### src/rtl/uart_rx_fifo.sv
// UART receiver: 16x oversampled, configurable frame format, with a
// first-word-fall-through receive FIFO and sticky overrun flag.
module uart_rx_fifo #(
  parameter int CLOCK_FREQUENCY = 25_000_000,
  parameter int BAUD_RATE       = 9600,
  parameter int DATA_BITS       = 8,
  parameter int PARITY          = 0,
  parameter int STOP_BITS       = 1,
  parameter int FIFO_DEPTH      = 4
) (
  input  logic                 clockIN,
  input  logic                 nRxResetIN,
  input  logic                 rxIN,
  input  logic                 rxReadIN,
  output logic                 rxValidOUT,
  output logic [DATA_BITS-1:0] rxDataOUT,
  output logic                 rxParityErrOUT,
  output logic                 rxFrameErrOUT,
  output logic                 rxOverrunOUT,
  output logic                 rxIdleOUT
);

  localparam int TICK_DIV = (BAUD_RATE > 0) ? CLOCK_FREQUENCY / (BAUD_RATE * 16) : 0;
  localparam int DIV_W    = (TICK_DIV >= 2) ? $clog2(TICK_DIV) : 1;
  localparam int AW       = (FIFO_DEPTH >= 2) ? $clog2(FIFO_DEPTH) : 1;
  localparam int WORD_W   = DATA_BITS + 2;
  localparam logic [DIV_W-1:0] DIV_LAST = DIV_W'(TICK_DIV - 1);

  localparam logic [2:0] S_IDLE   = 3'd0;
  localparam logic [2:0] S_START  = 3'd1;
  localparam logic [2:0] S_DATA   = 3'd2;
  localparam logic [2:0] S_PARITY = 3'd3;
  localparam logic [2:0] S_STOP   = 3'd4;

  if (TICK_DIV < 2) begin : g_bad_tick
    $error("uart_rx_fifo: CLOCK_FREQUENCY/(BAUD_RATE*16) must be at least 2");
  end
  if (DATA_BITS < 5 || DATA_BITS > 9) begin : g_bad_data
    $error("uart_rx_fifo: DATA_BITS must be 5..9");
  end
  if (PARITY < 0 || PARITY > 2) begin : g_bad_parity
    $error("uart_rx_fifo: PARITY must be 0, 1 or 2");
  end
  if (STOP_BITS < 1 || STOP_BITS > 2) begin : g_bad_stop
    $error("uart_rx_fifo: STOP_BITS must be 1 or 2");
  end
  if (FIFO_DEPTH < 2 || (FIFO_DEPTH & (FIFO_DEPTH - 1)) != 0) begin : g_bad_depth
    $error("uart_rx_fifo: FIFO_DEPTH must be a power of 2, at least 2");
  end

  function automatic logic maj3(input logic a, input logic b, input logic c);
    return (a & b) | (a & c) | (b & c);
  endfunction

  logic                 rx_meta, rx_s, rx_prev;
  logic [2:0]           state;
  logic [DIV_W-1:0]     div_cnt;
  logic [3:0]           tick_cnt;
  logic [3:0]           bit_cnt;
  logic                 samp7, samp8;
  logic [DATA_BITS-1:0] shift;
  logic                 par_err, frame_err;
  logic                 tick, start_edge, decide, bit_val;
  logic                 push, push_ok, pop, full, empty;
  logic [WORD_W-1:0]    push_word, head_next;
  logic [AW:0]          wr_ptr, rd_ptr, wr_next, rd_next;
  logic [WORD_W-1:0]    mem [FIFO_DEPTH];

  assign tick       = (div_cnt == DIV_LAST);
  assign start_edge = (state == S_IDLE) && rx_prev && !rx_s;
  assign decide     = tick && (tick_cnt == 4'd9) && (state != S_IDLE);
  assign bit_val    = maj3(samp7, samp8, rx_s);

  // The word is pushed on the last stop-bit decision, not at the end of the stop bit
  assign push      = decide && (state == S_STOP) && (bit_cnt == 4'(STOP_BITS - 1));
  assign push_word = {frame_err | !bit_val, par_err, shift};

  always_ff @(posedge clockIN) begin
    if (!nRxResetIN) begin
      rx_meta   <= 1'b1;
      rx_s      <= 1'b1;
      rx_prev   <= 1'b1;
      state     <= S_IDLE;
      div_cnt   <= '0;
      tick_cnt  <= '0;
      bit_cnt   <= '0;
      par_err   <= 1'b0;
      frame_err <= 1'b0;
    end else begin
      rx_meta <= rxIN;
      rx_s    <= rx_meta;
      rx_prev <= rx_s;
      if (start_edge) begin
        state     <= S_START;
        div_cnt   <= '0;
        tick_cnt  <= '0;
        bit_cnt   <= '0;
        par_err   <= 1'b0;
        frame_err <= 1'b0;
      end else begin
        div_cnt <= tick ? '0 : div_cnt + 1'b1;
        if (tick) tick_cnt <= tick_cnt + 4'd1;
        if (decide) begin
          case (state)
            S_START: state <= bit_val ? S_IDLE : S_DATA;
            S_DATA: begin
              if (bit_cnt == 4'(DATA_BITS - 1)) begin
                bit_cnt <= '0;
                state   <= (PARITY != 0) ? S_PARITY : S_STOP;
              end else begin
                bit_cnt <= bit_cnt + 4'd1;
              end
            end
            S_PARITY: begin
              par_err <= ((^shift) ^ bit_val) != (PARITY == 1);
              state   <= S_STOP;
            end
            S_STOP: begin
              if (!bit_val) frame_err <= 1'b1;
              if (bit_cnt == 4'(STOP_BITS - 1)) begin
                bit_cnt <= '0;
                state   <= S_IDLE;
              end else begin
                bit_cnt <= bit_cnt + 4'd1;
              end
            end
            default: state <= S_IDLE;
          endcase
        end
      end
    end
  end

  always_ff @(posedge clockIN) begin
    if (tick && tick_cnt == 4'd7) samp7 <= rx_s;
    if (tick && tick_cnt == 4'd8) samp8 <= rx_s;
    if (decide && state == S_DATA) shift <= {bit_val, shift[DATA_BITS-1:1]};
    if (push_ok) mem[wr_ptr[AW-1:0]] <= push_word;
  end

  assign empty   = (wr_ptr == rd_ptr);
  assign full    = (wr_ptr[AW] != rd_ptr[AW]) && (wr_ptr[AW-1:0] == rd_ptr[AW-1:0]);
  assign pop     = !empty && rxReadIN;
  assign push_ok = push && (!full || pop);
  assign wr_next = push_ok ? wr_ptr + 1'b1 : wr_ptr;
  assign rd_next = pop ? rd_ptr + 1'b1 : rd_ptr;

  // A word written into the slot that becomes the head must bypass the array
  assign head_next = (push_ok && wr_ptr[AW-1:0] == rd_next[AW-1:0]) ? push_word
                                                                     : mem[rd_next[AW-1:0]];

  always_ff @(posedge clockIN) begin
    if (!nRxResetIN) begin
      wr_ptr         <= '0;
      rd_ptr         <= '0;
      rxOverrunOUT   <= 1'b0;
      rxDataOUT      <= '0;
      rxParityErrOUT <= 1'b0;
      rxFrameErrOUT  <= 1'b0;
    end else begin
      wr_ptr <= wr_next;
      rd_ptr <= rd_next;
      if (push && full && !pop) rxOverrunOUT <= 1'b1;
      else if (pop) rxOverrunOUT <= 1'b0;
      if (wr_next != rd_next) begin
        {rxFrameErrOUT, rxParityErrOUT, rxDataOUT} <= head_next;
      end
    end
  end

  assign rxValidOUT = !empty;
  assign rxIdleOUT  = (state == S_IDLE);

endmodule
### config.mk
export PLATFORM = sky130hd
export DESIGN_NAME = uart_rx_fifo
export DESIGN_NICKNAME = d
export VERILOG_FILES = /design/src/rtl/uart_rx_fifo.sv
export SDC_FILE = /design/constraint.sdc
export NUM_CORES = 1
export LEC_CHECK = 0
export ABC_CLOCK_PERIOD_IN_PS = 2850
export CORE_ASPECT_RATIO = 1.2
export CORE_MARGIN = 8
export CORE_UTILIZATION = 46
export DETAILED_ROUTE_END_ITERATION = 10
export PLACE_DENSITY = 0.66
export SYNTH_ARGS = -nofsm -noshare
export SYNTH_HDL_FRONTEND = slang
export SYNTH_SLANG_ARGS = --single-unit
### constraint.sdc
create_clock -name clockIN -period 2.85 [get_ports clockIN]
set_input_delay 0.57 -clock clockIN [delete_from_list [all_inputs] [get_ports clockIN]]
set_output_delay 0.57 -clock clockIN [all_outputs]
set_load 0.005 [all_outputs]
### Word-level counts from Yosys, hierarchy flattened

Memories as Yosys holds them, arrays and structs flattened. A register that Yosys moved wholly into a read port is not among the register bits.
Index checks and enable logic that the tools add are counted.

| storage, ports and cells | value |
|---|---|
| word-level logic and storage cells | 98 |
| RAM bits | 40 |
| register bits | 41 |
| memories kept | 1 |
| input bits | 4 |
| output and inout bits | 13 |

Memories:

| name | depth | width | read ports | clocked after Yosys merged registers in | wr ports | line | RTL |
|---|---|---|---|---|---|---|---|
| mem | 4 | 10 | 1 | 1 | 1 | 67 | `logic [WORD_W-1:0] mem [FIFO_DEPTH];` |

| operators by class | value |
|---|---|
| $add $sub $neg | 5 |
| muxes and demuxes | 15 |
| eq/ne operators | 17 |
| bitwise gates (word level) | 9 |
| reductions and logical operators | 35 |

Operator list:

| kind | number |
|---|---|
| 1-bit logical AND | 14 |
| 3-bit two-way mux | 4 |
| 3-bit one-hot mux with 4 select lines | 1 |
| 3-bit AND reduction | 3 |
| 4-bit by 1-bit adder with 4-bit output (second input constant) | 2 |
| 8-bit by 1-bit adder with 8-bit output (second input constant) | 1 |
| 4-bit by 3-bit == test with 1-bit output (second input constant) | 2 |
| 4-bit == test (second input constant) | 2 |
| 8-bit == test (second input constant) | 1 |
| 4-bit two-way mux | 2 |
| 4-bit one-hot mux with 2 select lines | 1 |
| 8-bit parity | 1 |
| 3-bit by 1-bit adder with 3-bit output (second input constant) | 2 |
| 3-bit by 2-bit == test with 1-bit output (second input constant) | 2 |
| 1-bit logical NOT | 6 |
| 1-bit two-way mux | 6 |
| 2-bit nonzero test | 3 |
| 4-bit logical NOT | 1 |
| 2-bit AND reduction | 2 |
| 1-bit AND | 3 |
| 3-bit by 1-bit == test with 1-bit output (second input constant) | 1 |
| 3-bit == test | 1 |
| 3-bit == test (second input constant) | 1 |
| 3-bit logical NOT | 1 |
| 15 further kinds | 18 |

### Longest topological paths before layout

Gate-level depths: netlist of run 1.

| depth | value |
|---|---|
| depth in word-level cells | 8 |
| depth in mapped cells | 11 |

### Worst setup path before layout of run 1

No wires, ideal clock.

| timing | value |
|---|---|
| kind | reg2reg |
| start | register div_cnt[3] |
| end | memory mem[3][0] (netlist bit), enable pin |
| setup slack | -196 ps |
| data required time | 2471 ps |
| cell stages (with the launch flop) | 8 |
| setup time | 379 ps |
| data arrival time | 2667 ps |
| path buffers | 3 |
| cell sequence | dfxtp_1 > or3_1 > or4_4 > buf_6 > or4_1 > clkbuf_1 > clkbuf_1 > nor2_1 |

| between the ends | value |
|---|---|
| cells in the longest elaborated chain, start to end | 8 |

RTL lines:

| item | line | RTL |
|---|---|---|
| start: declaration | 57 | `logic [DIV_W-1:0] div_cnt;` |
| start signal: assignment | 101 | `div_cnt <= tick ? '0 : div_cnt + 1'b1;` |
| 8-bit == test | 69 | `assign tick = (div_cnt == DIV_LAST);` |
| 1-bit logical AND (2 in series) | 71 | `assign decide = tick && (tick_cnt == 4'd9) && (state != S_IDLE);` |
| 1-bit logical AND (2 in series) | 75 | `assign push = decide && (state == S_STOP) && (bit_cnt == 4'(STOP_BITS - 1));` |
| 1-bit logical AND | 144 | `assign push_ok = push && (!full \|\| pop);` |
| 1-bit two-way mux | 138 | `if (push_ok) mem[wr_ptr[AW-1:0]] <= push_word;` |
| 1-bit two-way mux (not written as such) | 138 |  |
| end: declaration | 67 |  |

No other way between the ends.

### Final worst setup path of run 1

| timing | value |
|---|---|
| start | register div_cnt[3] |
| end | register rxDataOUT[3], read port of mem |

| between the ends | value |
|---|---|
| cells in the longest elaborated chain, start to end | 8 |

RTL lines:

| item | line | RTL |
|---|---|---|
| 8-bit == test | 69 |  |
| 1-bit logical AND (2 in series) | 71 |  |
| 1-bit logical AND (2 in series) | 75 |  |
| 1-bit logical AND | 144 |  |
| 3-bit two-way mux | 145 | `assign wr_next = push_ok ? wr_ptr + 1'b1 : wr_ptr;` |
| 3-bit inequality test | 165 | `if (wr_next != rd_next) begin` |
| end: declaration | 16 | `output logic [DATA_BITS-1:0] rxDataOUT,` |

No other way between the ends.
A chain may end at the register's enable or synchronous reset.

==> flow_summary.toml, run 1 <==
[clocking]
clockBufferDepth = 2
cts_setup_buffers = 0
clkTransAtPathRegs_ns = 0.09
htreeDepth = 3
cts_tree = "yes"
cts_hold_buf = 0
numCtsBuffers = 9
cts.sinks = 91
root_buffer = "clkbuf_8"
worstSkewPairLatency_ns = 0.35

[timing]
worst_pin_slew_ns = 0.692
setup_ws_ns = 0.131
skew_ns = 0.0135
max_freq_mhz = 368
hold_viol = 0
rsz0062_at_grt = "false"
finalMaxSlewViolations = 0
timing.setup.tns_ns = 0
relSlewSlack_pct = 53.4
finalCritPeriodShare_pct = 95.4
finalSetupViolCount = 0
whs_ns = 0.416
min_period_ns = 2.72

[critical_path]
crit_required_ns = 3.10
r2r_cells = 8
critPathBufInv = 2
criticalPathCategory = "reg -> reg"
cp_top_family = "simple AND/OR/NAND/NOR gates"
slowest_stage = "or4_4"
critPathMaxFanout = 9
reg2reg_slack_ns = 0.13
slowest_delay_ns = 0.51
arrival_ns = 2.97
endpoint_kind = "flip-flop"
crit_path_start_kind = "flip-flop"
worstReg2RegStart = "div_cnt[3]"
cp_cell_sequence = "or3_1 > or4_4 > or3_4 > buf_4 > o31ai_2 > buf_4 > o22ai_1 > o221a_1"
crit_path_frequent_cell = "buf_4"
reg2reg_to = "rxDataOUT[3]"

[hold_path]
holdPathStages = 1
hp-class = "reg -> reg"
min_to = "rx_s"
hp-start = "rx_meta"

[layout]
instances_no_fill = 516
diodes = 0
fillers = 787
syn_to_final_growth_pct = 14.8
seqCellArea_um2 = 2320
drive_gt1_share_pct = 11.6
final_core_utilization_pct = 53.4
final_nets = 407
multiInputGateArea_um2 = 1680
final_cell_area_um2 = 4770

[power_and_ir_drop]
power_density_nw_per_um2 = 476
irDropWorstVdd_uv = 292
total_power_mw = 2.27
leakagePower_nw = 1.80

[synthesis]
synthFlopType = "edfxtp_1"
synth_top_cells_by_count = "edfxtp_1, dfxtp_1, nor2_1"
synth.top_cell.area_share_pct = 36.1
yosysMostFrequentCell = "edfxtp_1"
netlist_instances = 359
synth-seq-cells = 91
synth.net_count = 375
yosys-top-cells-area = "edfxtp_1, dfxtp_1, mux2i_1, ha_1, xnor2_1"
synth.largest_area_cell = "edfxtp_1"
syn_avg_cell_area_um2 = 11.6
ys_types = 56
synth_warnings = 0
ys_seq_area_share_pct = 55.9
synth_edf_count = 50
synthesis.area_um2 = 4160
synth-async-reset-ratio_pct = 0

[global_route]
grt_pass1_vias = 2720
antenna_found_initial = 0
grt_max_degree = 19
grt-ovfl-total = 0
grt_usage_pct = 13.8
grt_pass1_wl_mm = 13.2

[placed_design]
place_area_um2 = 4570
post-place-ws_ns = -0.0710
finalWeightedCongestion = 0.880
place_hpwl_mm = 5.56
dp.cells = 500
io_buffers = 16

[route]
wire_per_inst_um = 15.4
drt_iter0_markers = 121
ant_nets = 0
vias = 2763
dr.pass1.iters = 4
viasPerCell = 5.35
drc = 0
wl_mm = 7.96

[floorplanning]
rows = 38
fp.dieArea_um2 = 12300
initial_core_util_pct = 46.5
die_x_um = 103
design.core.area_um2 = 8940
die_h_um = 120
io_pins = 17

[flow_run]
max_cap_viol_count = 0

[outcome]
outcome = "complete, no violations"
-- timing repair --
item                                    CTS  global route
hold endpoints to repair                  0             0
endpoints found under the setup margin    4             0
resized for setup                         1             0
-- logic make-up after synthesis --
group,count (synthesis),share of synthesized area [%]
buffers and inverters,40,4.18
multiplexers,22,5.30
AO/OA/AOI/OAI,67,12.2
flip-flops,91,55.9
adder cells (fa/ha/maj),13,3.85
XOR/XNOR,27,5.69
AND/OR/NAND/NOR,99,12.9
-- worst max path at each step --
stage / endpoint / depth (start not counted) / startpoint
3_5_place_dp: rxDataOUT[2] / 7 / rxReadIN
4_1_cts: rxDataOUT[3] / 10 / div_cnt[1]
2_1_floorplan: rxFrameErrOUT / 9 / div_cnt[3]
5_1_grt: rxDataOUT[4] / 10 / div_cnt[1]
6_report: rxDataOUT[3] / 8 / div_cnt[3]
3_3_place_gp: rxParityErrOUT / 7 / rxReadIN
-- state kept, by name, summed over array words and instances (netlist names) --
register        flops
wr_ptr              3
frame_err           1
rx_prev             1
bit_cnt             4
rxFrameErrOUT       1
samp8               1
tick_cnt            4
rx_meta             1
rxDataOUT           8
rxOverrunOUT        1
par_err             1
shift               8
rd_ptr              3
rx_s                1
div_cnt             8
rxParityErrOUT      1
state               3
samp7               1
mem                40
-- area by class of cell --
cell class	count	area share (%)
clock buffer	10	2.67
clock inverter	6	1.34
inverter	24	1.89
multi-input combinational	228	35.1
sequential	91	48.6
tap	120	3.14
timing repair buffer	37	7.18
-- layout by cell type, fill, tap and decap left out, types with 4 or more instances in the layout --
cell type / count
inv_1: 23
clkdlybuf4s50_1: 16
o21ai_0: 10
mux2i_1: 22
nand3_1: 7
edfxtp_1: 50
buf_4: 19
a21oi_1: 11
ha_1: 12
o221a_1: 10
nand2_1: 12
nor2b_1: 4
o22ai_1: 8
and2_1: 5
nand2b_1: 4
xnor2_1: 16
o221ai_1: 8
nor2_1: 33
xor2_1: 11
clkbuf_8: 9
dfxtp_1: 41
-- power by group --
part           internal, mW  switching (mW)  total, mW
Combinational        0.0177          0.0235     0.0412
Clock                 0.406           0.444      0.850
Sequential             1.37         0.00556       1.38
Total                  1.80           0.473       2.27
-- metal layers --
metal / up-vias / track usage, % / share of wire (%)
met2: 61 / 22.3 / 49
li1: 1375 / - / -
met4: 0 / 6.35 / 1.8
met1: 1313 / 16.6 / 44
met3: 14 / 3.94 / 5.0
met5: - / 0 / 0
(Power assumes the default switching activity.)
==> run 2: changes to the inputs <==
--- a/config.mk
+++ b/config.mk
@@ -9,8 +9,10 @@
 export CORE_ASPECT_RATIO = 1.2
 export CORE_MARGIN = 8
 export CORE_UTILIZATION = 46
+export CTS_CLUSTER_SIZE = 14
 export DETAILED_ROUTE_END_ITERATION = 10
 export PLACE_DENSITY = 0.66
+export SETUP_SLACK_MARGIN = 0.2
 export SYNTH_ARGS = -nofsm -noshare
 export SYNTH_HDL_FRONTEND = slang
 export SYNTH_SLANG_ARGS = --single-unit
==> flow_summary.toml, run 2 (synthesis gave the netlist of run 1 again) <==
[outcome]
outcome = "complete, no violations"

[route]
wl_mm = 8.43
ant_nets = 0
wire_per_inst_um = 15.8
drc = 0
viasPerCell = 5.32
vias = 2835
dr.pass1.iters = 4
drt_iter0_markers = 188

[critical_path]
reg2reg_slack_ns = 0.23
crit_required_ns = 3.11
critPathMaxFanout = 8
criticalPathCategory = "reg -> reg"
crit_path_start_kind = "flip-flop"
arrival_ns = 2.87
endpoint_kind = "flip-flop"

[floorplanning]
initial_core_util_pct = 46.5
die_x_um = 103
fp.dieArea_um2 = 12300
io_pins = 17
design.core.area_um2 = 8940
die_h_um = 120
rows = 38

[timing]
max_freq_mhz = 382
rsz0062_at_grt = "true"
finalMaxSlewViolations = 0
skew_ns = 0.0141
timing.setup.tns_ns = 0
relSlewSlack_pct = 43.5
finalCritPeriodShare_pct = 91.9
finalSetupViolCount = 0
setup_ws_ns = 0.231
hold_viol = 0
worst_pin_slew_ns = 0.839
min_period_ns = 2.62
whs_ns = 0.413

[global_route]
grt_usage_pct = 14.3
grt_pass1_wl_mm = 13.7
grt-ovfl-total = 0
antenna_found_initial = 0
grt_pass1_vias = 2854
grt_max_degree = 19

[clocking]
numCtsBuffers = 9
cts_tree = "yes"
clkTransAtPathRegs_ns = 0.09
cts.sinks = 91
root_buffer = "clkbuf_8"
clockBufferDepth = 2
worstSkewPairLatency_ns = 0.36
htreeDepth = 3

[placed_design]
place_hpwl_mm = 5.77
io_buffers = 16
finalWeightedCongestion = 0.824
post-place-ws_ns = -0.213
place_area_um2 = 4670
dp.cells = 512

[layout]
fillers = 791
final_cell_mix = "edfxtp_1, dfxtp_1, buf_4, nor2_1, mux2i_1"
diodes = 0
instances_no_fill = 533
drive_gt1_share_pct = 18.6
seqCellArea_um2 = 2330
multiInputGateArea_um2 = 1740
syn_to_final_growth_pct = 19.9
final_core_utilization_pct = 55.8
final_nets = 424
final_cell_area_um2 = 4980
mostFrequentLayoutCell = "edfxtp_1"
largest_reg_flops = 40

[power_and_ir_drop]
power_density_nw_per_um2 = 461
irDropWorstVdd_uv = 336
total_power_mw = 2.30
leakagePower_nw = 1.90

[flow_run]
max_cap_viol_count = 0

[hold_path]
hp-class = "reg -> reg"
==> run 2: cell count changes in the layout (fill, tap and decap cells not counted), moves of 3 or more <==
cell,previous run,this run
buf_4,19,33
buf_6,0,3
dfxtp_1,41,37
dfxtp_2,0,4
==> run 2: where the power goes <==
part	internal, mW	switching (mW)
combinational	0.0255	0.0298
clock	0.408	0.456
sequential	1.37	0.00491
==> run 2: critical path: stages (launching register included) <==
cell and delay, ns:
dfxtp_2 0.33, inv_2 0.06, ha_4 0.12, nand4b_1 0.12
or4_4 0.54, buf_6 0.13, or4_4 0.51, nand4b_1 0.21
buf_6 0.17, o221ai_1 0.11, o221a_1 0.22
==> run 2: worst paths after layout <==
kind / to / depth (start not counted) / from
setup / recovery: rxDataOUT[0] / 10 / div_cnt[1]
hold / removal: rx_s / 1 / rx_meta
setup reg to reg: rxDataOUT[0] / 10 / div_cnt[1]
hold reg to reg: rx_s / 1 / rx_meta
==> run 2: cell type report <==
class / instances / area share [%]
well taps: 120 / 3.01
multi-input cells: 228 / 35.0
clock inverters: 6 / 1.31
repair buffers: 54 / 9.66
flip-flops and latches: 91 / 46.7
inverters: 24 / 1.81
clock buffers: 10 / 2.56
==> run 2: per-layer routing <==
| metal | vias to the layer above | part of all wire (%) | GRT usage [%] |
|---|---|---|---|
| li1 | 1412 | - | - |
| met1 | 1358 | 46 | 17.2 |
| met2 | 53 | 48 | 23.5 |
| met3 | 12 | 3.8 | 3.42 |
| met4 | 0 | 1.6 | 6.62 |
| met5 | - | 0 | 0 |
==> run 2: what timing repair did <==
item	in CTS	in global routing
gates resized for setup	10	9
endpoints found under the hold margin	0	0
pin swaps	1	3
hold buffers	0	0
buffers inserted	3	2
setup endpoints to repair	21	43
==> run 3: changes to the inputs <==
--- a/config.mk
+++ b/config.mk
@@ -11,6 +11,7 @@
 export CORE_UTILIZATION = 46
 export CTS_CLUSTER_SIZE = 14
 export DETAILED_ROUTE_END_ITERATION = 10
+export GPL_TIMING_DRIVEN = 0
 export PLACE_DENSITY = 0.66
 export SETUP_SLACK_MARGIN = 0.2
 export SYNTH_ARGS = -nofsm -noshare
==> flow_summary.toml, run 3 (synthesis gave the netlist of run 1 again) <==
[outcome]
outcome = "complete, no violations"

[critical_path]
crit_path_start_kind = "flip-flop"
arrival_ns = 3.06
cp_cell_sequence = "clkbuf_1 > xor2_1 > nor4_2 > or4_4 > buf_8 > nand4b_1 > buf_6 > o221a_1 > a221oi_2"
crit_required_ns = 3.11
critPathBufInv = 3
critPathMaxFanout = 7
slowest_delay_ns = 0.60
slowest_stage = "nor4_2"
criticalPathCategory = "reg -> reg"
cp_top_family = "simple AND/OR/NAND/NOR gates"
endpoint_kind = "flip-flop"

[route]
dr.pass1.iters = 4
viasPerCell = 5.39
ant_nets = 0
wire_per_inst_um = 16.7
drt_iter0_markers = 170
wl_mm = 8.98
drc = 0
vias = 2895

[layout]
mostFrequentLayoutCell = "edfxtp_1"
final_cell_area_um2 = 5140
syn_to_final_growth_pct = 23.7
final_core_utilization_pct = 57.5
final_cell_mix = "edfxtp_1, dfxtp_1, nor2_1, mux2i_1, inv_1"
final_nets = 428
diodes = 0
largest_reg_flops = 40
drive_gt1_share_pct = 20.9

[clocking]
clockBufferDepth = 2
cts_hold_buf = 0
root_buffer = "clkbuf_8"
worstSkewPairLatency_ns = 0.36
numCtsBuffers = 9
cts.sinks = 91
htreeDepth = 3
cts_tree = "yes"
clkTransAtPathRegs_ns = 0.10

[timing]
finalSetupViolCount = 0
timing.setup.tns_ns = 0
hold_viol = 0
relSlewSlack_pct = 56.0
finalCritPeriodShare_pct = 98.2
worst_pin_slew_ns = 0.655
min_period_ns = 2.80
rsz0062_at_grt = "true"
max_freq_mhz = 357
finalMaxSlewViolations = 0
skew_ns = 0.0132
setup_ws_ns = 0.0517

[placed_design]
place_hpwl_mm = 5.44
finalWeightedCongestion = 0.800
post-place-ws_ns = -0.276
place_area_um2 = 4470
io_buffers = 15

[flow_run]
max_cap_viol_count = 0

[global_route]
grt-ovfl-total = 0
grtUsageMet3_pct = 4.11
grt_pass1_vias = 2774
met1_usage_pct = 16.2
top_usage_layer = "met2"
grt_pass1_wl_mm = 13.4
met2_usage_pct = 24.1
antenna_found_initial = 0
grt_usage_pct = 14.2
grt_max_degree = 17

[floorplanning]
design.core.area_um2 = 8940
die_x_um = 103
initial_core_util_pct = 46.5
rows = 38
io_pins = 17
fp.dieArea_um2 = 12300
die_h_um = 120

[power_and_ir_drop]
irDropWorstVdd_uv = 315
leakagePower_nw = 1.92
swShare_pct = 20.8
clock_power_share_pct = 40.1
internal_power_mw = 1.88
p_comb_share_pct = 1.8
power_density_nw_per_um2 = 462
netSwitchingPower_uw = 493
power_frac_seq_pct = 58.1

[hold_path]
hp-class = "reg -> reg"
## run 3: path summary, 6_finish.rpt
kind,startpoint,endpoint,slack (ns),cells after the start
worst max-delay path,wr_ptr[1],rxParityErrOUT,0.05,9
worst min-delay path,rx_meta,rx_s,0.42,1
worst max register to register,wr_ptr[1],rxParityErrOUT,0.05,9
worst min register to register,rx_meta,rx_s,0.42,1
## run 3: power by group through the flow
stage | Combinational [mW] | Clock, mW | Sequential [mW]
floorplan | 0.0228 | 0 | 1.41
global placement | 0.0351 | 0 | 1.41
detailed placement | 0.0363 | 0 | 1.41
CTS | 0.0441 | 0.976 | 1.38
global route | 0.0495 | 1.03 | 1.38
finish | 0.0435 | 0.952 | 1.38
## run 3: metal layers
metal,up-vias,wire length [µm]
li1,1418,-
met1,1410,3840
met2,53,4640
met3,14,321
met4,0,176
met5,-,0
## run 3: worst register-to-register path, stage by stage, from the launching register on
cell and delay (ns):
dfxtp_1 0.36, clkbuf_1 0.36, xor2_1 0.17, nor4_2 0.60, or4_4 0.26, buf_8 0.11, nand4b_1 0.27, buf_6 0.24
o221a_1 0.12, a221oi_2 0.22
## run 3: repair_timing
action / in CTS / in global routing
hold endpoints to repair: 0 / 0
setup endpoints to repair: 60 / 63
pin swaps: 10 / 10
setup buffers: 12 / 8
cloned: 2 / 5
resized for setup: 23 / 32
## run 3: area by class of cell
| type | instances | area [µm²] |
|---|---|---|
| clock inverters | 5 | 63.8 |
| repair buffers | 39 | 399 |
| fillers | 761 | 3800 |
| plain buffers | 16 | 128 |
| flip-flops and latches | 91 | 2330 |
| clock buffers | 11 | 163 |
| well taps | 120 | 150 |
| multi-input cells | 231 | 1820 |
| inverters | 24 | 90.1 |
## run 3: metrics by stage
stage               std cells  hold WS [ns]  power (mW)
detailed placement        494         0.398        1.45
floorplan                 359         0.386        1.43
global placement          494         0.391        1.45
global route              537         0.433        2.46
finish                    537         0.418        2.38
CTS                       524         0.421        2.40
